File: src/rtl/me_pe_sad_acc.sv
// Motion-estimation processing element: current-block store, reference pixel
// register, registered absolute difference and a framed, saturating SAD accumulator.
module me_pe_sad_acc #(
    parameter int PIXEL_W = 8,
    parameter int NUM_CB  = 4,
    parameter int ACC_W   = 16,
    parameter int SEL_W   = $clog2(NUM_CB)
) (
    input  logic               clk,
    input  logic               rst_n,
    input  logic [PIXEL_W-1:0] in_curr,
    input  logic               in_curr_en,
    input  logic [SEL_W-1:0]   cb_wr_sel,
    output logic [PIXEL_W-1:0] next_pix,
    input  logic [PIXEL_W-1:0] up_ref_1,
    input  logic [PIXEL_W-1:0] up_ref_8,
    input  logic [PIXEL_W-1:0] down_ref_1,
    input  logic [PIXEL_W-1:0] down_ref_8,
    input  logic               change_ref,
    input  logic [1:0]         ref_sel,
    output logic [PIXEL_W-1:0] ref_pix,
    input  logic               abs_en,
    input  logic [SEL_W-1:0]   abs_sel,
    input  logic               acc_first,
    input  logic               acc_last,
    output logic [PIXEL_W-1:0] abs_out,
    output logic               abs_valid,
    output logic [ACC_W-1:0]   sad_out,
    output logic               sad_valid,
    output logic               sad_sat
);

    logic [PIXEL_W-1:0] cb_q [NUM_CB];
    logic [PIXEL_W-1:0] ref_pix_q, ref_pix_d;
    logic [PIXEL_W-1:0] cb_abs, abs_d;
    logic [PIXEL_W-1:0] abs_q;
    logic               abs_valid_q, first_q, last_q;
    logic [ACC_W-1:0]   acc_q, sad_q, base, sum_d;
    logic [ACC_W:0]     sum_wide;
    logic               sticky_q, sad_valid_q, sad_sat_q, sat, sticky_base;

    // NOTE: the CB array is small and feeds next_pix directly, so it is reset
    // like any other register; otherwise the next PE would see X after reset.
    always_ff @(posedge clk or negedge rst_n) begin
        if (!rst_n) begin
            for (int i = 0; i < NUM_CB; i++) cb_q[i] <= '0;
        end else if (in_curr_en) begin
            for (int i = 0; i < NUM_CB; i++)
                if (cb_wr_sel == SEL_W'(i)) cb_q[i] <= in_curr;
        end
    end

    // Out-of-range selects match no entry and therefore read as zero.
    // NOTE: every always_comb output gets a default first so no latch is inferred.
    always_comb begin
        next_pix = '0;
        cb_abs   = '0;
        for (int i = 0; i < NUM_CB; i++) begin
            if (cb_wr_sel == SEL_W'(i)) next_pix = cb_q[i];
            if (abs_sel == SEL_W'(i))   cb_abs   = cb_q[i];
        end
    end

    always_comb begin
        ref_pix_d = ref_pix_q;
        if (change_ref) begin
            case (ref_sel)
                2'd0:    ref_pix_d = up_ref_1;
                2'd1:    ref_pix_d = up_ref_8;
                2'd2:    ref_pix_d = down_ref_1;
                default: ref_pix_d = down_ref_8;
            endcase
        end
    end

    // Difference uses pre-edge CB and ref_pix, so same-cycle updates do not leak in.
    assign abs_d = (cb_abs >= ref_pix_q) ? (cb_abs - ref_pix_q) : (ref_pix_q - cb_abs);

    always_comb begin
        base        = first_q ? '0 : acc_q;
        sticky_base = first_q ? 1'b0 : sticky_q;
        sum_wide    = {1'b0, base} + {{(ACC_W + 1 - PIXEL_W){1'b0}}, abs_q};
        sat         = sum_wide[ACC_W];
        sum_d       = sat ? '1 : sum_wide[ACC_W-1:0];
    end

    // NOTE: all state below uses non-blocking assignments so every register
    // samples pre-edge values, which is what gives back-to-back SADs no bubble.
    always_ff @(posedge clk or negedge rst_n) begin
        if (!rst_n) begin
            ref_pix_q   <= '0;
            abs_q       <= '0;
            abs_valid_q <= 1'b0;
            first_q     <= 1'b0;
            last_q      <= 1'b0;
            acc_q       <= '0;
            sticky_q    <= 1'b0;
            sad_q       <= '0;
            sad_valid_q <= 1'b0;
            sad_sat_q   <= 1'b0;
        end else begin
            ref_pix_q   <= ref_pix_d;
            abs_valid_q <= abs_en;
            first_q     <= abs_en & acc_first;
            last_q      <= abs_en & acc_last;
            if (abs_en) abs_q <= abs_d;

            sad_valid_q <= 1'b0;
            if (abs_valid_q) begin
                if (last_q) begin
                    sad_q       <= sum_d;
                    sad_sat_q   <= sticky_base | sat;
                    sad_valid_q <= 1'b1;
                    acc_q       <= '0;
                    sticky_q    <= 1'b0;
                end else begin
                    acc_q    <= sum_d;
                    sticky_q <= sticky_base | sat;
                end
            end
        end
    end

    assign ref_pix   = ref_pix_q;
    assign abs_out   = abs_q;
    assign abs_valid = abs_valid_q;
    assign sad_out   = sad_q;
    assign sad_valid = sad_valid_q;
    assign sad_sat   = sad_sat_q;

endmodule

File: config.mk
export PLATFORM = sky130hd
export DESIGN_NAME = me_pe_sad_acc
export DESIGN_NICKNAME = d
export VERILOG_FILES = /design/src/rtl/me_pe_sad_acc.sv
export SDC_FILE = /design/constraint.sdc
export NUM_CORES = 1
export LEC_CHECK = 0
export ABC_AREA = 1
export CAP_MARGIN = 20
export CORE_UTILIZATION = 59
export CTS_BUF_LIST = sky130_fd_sc_hd__clkbuf_2
export DETAILED_ROUTE_END_ITERATION = 10
export GPL_ROUTABILITY_DRIVEN = 0
export PLACE_DENSITY = 0.95
export SLEW_MARGIN = 30
export SYNTH_ARGS = -nofsm -noshare
export SYNTH_HDL_FRONTEND = slang
export SYNTH_SLANG_ARGS = --single-unit
export TNS_END_PERCENT = 30
File: constraint.sdc
create_clock -name clk -period 3.3 [get_ports clk]
set_input_delay 0.495 -clock clk [delete_from_list [all_inputs] [get_ports clk]]
set_output_delay 0.495 -clock clk [all_outputs]
set_load 0.01 [all_outputs]
* Word level (Yosys, flattened, before mapping) *
Cells that the tools add are included.

storage, ports and cells
  register bits = 86
  input port bits = 53
  output and inout bits = 43
  logic and storage cells = 54

cells by class
  add/subtract/negate cells = 3
  order comparisons = 1
  equality and inequality tests = 8
  muxes and demuxes = 17
  bitwise operators = 3
  reductions and logical operators = 8

operators with widths
  kind                                                                   count
  8-bit two-way mux                                                      9
  16-bit two-way mux                                                     3
  8-bit case mux with 3 select lines                                     1
  16-bit by 8-bit adder with 17-bit output                               1
  8-bit subtractor                                                       2
  2-bit equality test, second input constant                             5
  2-bit AND reduction                                                    5
  8-bit >= comparator                                                    1
  2-bit by 1-bit equality test with 1-bit output, second input constant  3
  2-bit logical NOT                                                      3
  1-bit two-way mux                                                      4
  1-bit bitwise AND                                                      2
  1-bit OR                                                               1

* Depth between registers and ports, before layout *
  depth after elaboration = 7
  gate-level depth with buffers = 21

* Worst setup path after synthesis *
OpenSTA, ideal clock, no wires.

  path type = input-to-reg
  start = in abs_sel[1]
  end = reg abs_q[5], in the netlist abs_out[5]
  arrival time = 2,433 ps
  required time = 3,183 ps
  path slack = 749 ps
  stages = 18
  cell sequence = inv_1 -> nor2_1 -> inv_1 -> o22ai_1 -> nor2_1 -> a21oi_1 -> inv_1 -> ha_1 -> buf_2 -> nand2_1 -> o21ai_0 -> nand2_1 -> nand3_1 -> nand2_1 -> nand2_1 -> nand2_1 -> nand2_1 -> nand2_1

between the ends
  cells in the longest elaborated chain, start to end = 7

RTL lines
  item                                                            RTL line  text
  from (decl)                                                     23        input logic [SEL_W-1:0] abs_sel,
  2-bit logical NOT                                               60        if (abs_sel == SEL_W'(i)) cb_abs = cb_q[i];
  8-bit two-way mux (3 in series)                                 60
  8-bit two-way mux *                                             60
  8-bit subtractor / 8-bit >= comparator (equally long branches)  77        assign abs_d = (cb_abs >= ref_pix_q) ? (cb_abs - ref_pix_q) : (ref_pix_q - cb_abs);
  8-bit two-way mux *                                             77
  to (signal assigned)                                            106       if (abs_en) abs_q <= abs_d;
  to (decl)                                                       36        logic [PIXEL_W-1:0] abs_q;

Every way passes the cells marked *; elsewhere a longest branch is shown, timed or not.
A chain may end at the register's enable or synchronous reset.

* Worst setup path in the final report *
  start = in cb_wr_sel[0]
  end = out next_pix[3]

between the ends
  cells in the longest elaborated chain, start to end = 5

RTL lines
  item                             RTL line  text
  from (decl)                      13        input logic [SEL_W-1:0] cb_wr_sel,
  2-bit logical NOT                59        if (cb_wr_sel == SEL_W'(i)) next_pix = cb_q[i];
  8-bit two-way mux (3 in series)  59
  8-bit two-way mux *              59
  to (decl)                        14        output logic [PIXEL_W-1:0] next_pix,

Marked as above.

==> flow_metrics.py <==
metrics = {
    "hold_path": {
        "hp-class": "in -> reg",
    },
    "sta": {
        "fmax_mhz": 343,
        "setup_viol": 0,
        "fin_crit_ns": 2.92,
        "maxSlewHeadroom": 0.491,
        "fin_skew_ns": 0.0441,
        "hold_violations": 0,
        "whs_ns": 0.406,
        "slew_violations": 0,
        "rsz0062_at_grt": "false",
        "period_share": 0.884,
        "worst_pin_slew_ns": 0.764,
        "tns_ns": 0,
    },
    "worst_setup_path": {
        "critPathKind": "in -> out",
        "end_kind": "output pin",
        "startpoint_type": "input pin",
        "cp_slowest_stage_delay_ns": 0.60,
        "slowest_stage": "clkdlybuf4s50_1",
        "crit_fanout": 8,
        "worstPathRequired_ns": 2.80,
        "path_cells": "clkdlybuf4s50_1 > nor2_2 > inv_1 > o22ai_1 > a21oi_1 > o21ai_0 > clkdlybuf4s50_1",
        "cp_common_cell": "clkdlybuf4s50_1",
        "critical_path_arrival_ns": 2.42,
    },
    "pwr": {
        "p_sw_frac": 0.418,
        "combPwrFrac": 0.454,
        "pwr-share-seq": 0.382,
        "power.density_nw_per_um2": 574,
        "net-switching-power_mw": 1.58,
        "pwr-share-clk": 0.164,
        "p_int_mw": 2.20,
        "peakVddDrop_mv": 0.290,
        "p_leak_nw": 3.58,
        "p_total_mw": 3.78,
    },
    "logic_synthesis": {
        "synth-seq-cells": 86,
        "syn_nets": 846,
        "synthesis.area_per_instance_um2": 7.08,
        "synthDistinctLibCells": 38,
        "synth_warnings": 0,
        "synth_area_um2": 5430,
        "synthCells": 767,
        "ys_seq_area_frac": 0.396,
    },
    "finish": {
        "area_growth_pct": 21.4,
        "mostFrequentLayoutCells": "nand2_1, inv_1, clkdlybuf4s50_1",
        "n_antenna_cell": 0,
        "finalNetCount": 939,
        "final_common_cell": "nand2_1",
        "drive_gt1_frac": 0.0532,
    },
    "drt": {
        "wirelength_um": 14000,
        "viasPerCell": 5.58,
        "drtIter0Drc": 390,
        "route.vias.total": 5429,
        "drtAntennaViolNets": 0,
        "drc_errors": 4,
        "avgRoutedWirePerCell_um": 14.4,
        "dr.pass1.iters": 8,
    },
    "status": {
        "outcome": "finished with violations",
        "violations": "DRC",
    },
    "cts": {
        "numCtsBuffers": 9,
        "clkTransAtPathRegs_ns": 0.27,
        "cts_buffer_depth": 2,
        "cts_root_buf": "clkbuf_2",
        "htreeDepth": 3,
        "clk_latency_ns": 0.59,
        "cts_tree": "done",
        "cts_sinks": 86,
    },
    "placement": {
        "hpwlAfterDp_um": 10400,
        "port_buffers": 95,
    },
    "die": {
        "rows": 34,
        "coreArea_um2": 8810,
        "dieArea_um2": 9600,
        "start_util": 0.617,
        "ios": 96,
        "die_height_um": 98.0,
        "die_x_um": 98.0,
    },
    "grt": {
        "grt_start_max_net_pins": 87,
        "first_global_vias": 5282,
        "grt_remaining_overflow": 0,
        "antenna_found_initial": 0,
        "grt_pass1_wl_um": 23400,
        "grt_usage": 0.304,
    },
    "flow_run": {
        "cap_viol_max_count": 0,
    },
}
path summary, 6_finish.rpt:
check	startpoint	endpoint	slack [ns]	depth (start not counted)
max	cb_wr_sel[0]	next_pix[3]	0.38	7
min	acc_first	first_q$_DFF_PN0_	0.41	3
max reg2reg	first_q$_DFF_PN0_	acc_q[6]$_DFFE_PN0P_	0.57	11
min reg2reg	sad_out[5]$_DFFE_PN0P_	sad_out[5]$_DFFE_PN0P_	0.51	2
max in group asynchronous	rst_n	abs_out[1]$_DFFE_PN0P_	2.24	2
min in group asynchronous	rst_n	cb_q[23]$_DFFE_PN0P_	0.50	2
cells in the mapped netlist, drive strengths merged:
master | instances | area share
o2111ai | 1 | 0.0016
xor2 | 8 | 0.013
nor2 | 46 | 0.035
a22o | 2 | 0.0032
a31oi | 5 | 0.0058
nor3 | 1 | 0.0018
nand3 | 42 | 0.049
inv | 112 | 0.077
dfrtp | 86 | 0.40
o21a | 2 | 0.0028
o22ai | 6 | 0.0069
nand4 | 6 | 0.0069
clkbuf | 8 | 0.0058
fa | 3 | 0.011
and3 | 1 | 0.0012
a21oi | 24 | 0.022
clkinv | 2 | 0.0023
a221oi | 4 | 0.0064
buf | 9 | 0.012
nand2 | 307 | 0.22
xnor2 | 1 | 0.0016
o21bai | 2 | 0.0028
o221ai | 2 | 0.0032
a211oi | 7 | 0.0097
or2 | 2 | 0.0023
o21ai | 55 | 0.053
ha | 23 | 0.053
power by group through the flow:
stage | registers (mW) | clock network (mW) | logic (mW)
4_1_cts | 1.45 | 0.616 | 1.70
5_1_grt | 1.47 | 0.660 | 1.91
6_report | 1.45 | 0.621 | 1.72
2_1_floorplan | 1.46 | 0 | 1.05
3_5_place_dp | 1.46 | 0 | 1.68
3_3_place_gp | 1.46 | 0 | 1.61
worst max-delay path, delay by kind of cell:
kind / cells / cell delay [ns]
AOI/OAI and AO/OA: 3 / 0.33
buffers and inverters: 3 / 1.23
and+or+nand+nor: 1 / 0.36
through the flow:
stage / cell area [um^2] / util / setup slack (ns) / std cells
detailed placement: 6450 / 0.732 / -0.0653 / 956
global placement: 6450 / 0.732 / 0.131 / 956
finish: 6600 / 0.749 / 0.384 / 973
CTS: 6600 / 0.749 / 0.458 / 973
floorplan: 5430 / - / 0.749 / 767
global route: 6600 / 0.749 / 0.277 / 973
state kept, by name, indices dropped and copies added, names as in the netlist:
name,flops
cb_q,32
acc_q,16
sad_out,16
abs_out,8
ref_pix,8
abs_valid,1
first_q,1
last_q,1
sad_sat,1
sad_valid,1
sticky_q,1
layer usage:
metal  wire (um)  vias to the layer above  global-route usage
met2        7100                      269               0.550
met5           0                        -                   0
li1            -                     2597                   -
met4         454                        0               0.139
met1        5390                     2514               0.347
met3        1070                       49              0.0565
layout make-up:
class	count	area [um^2]
clock buffers	9	45.0
multi-input cells	550	2760
fillers	628	2210
inverters	114	433
flip-flops and latches	86	2150
well taps	108	135
repair buffers	99	985
clock inverters	7	90.1
repair_timing:
action | 4_1_cts | 5_1_grt
hold endpoints to repair | 86 | 0
buffers inserted | 0 | 0
gates resized for setup | 0 | 0
hold buffers | 1 | 0
cell families (layout without fill, tap and decap cells):
logic type                 Yosys count  after routing  synth area share
xor gates and xnor gates             9              9            0.0145
buffers and inverters              131            229            0.0969
DFF                                 86             86             0.396
AOI/OAI and AO/OA                  110            110             0.117
and+or+nand+nor                    405            405             0.311
adders and majority gates           26             26            0.0640
Note: power is estimated with default switching activity, not from simulation.
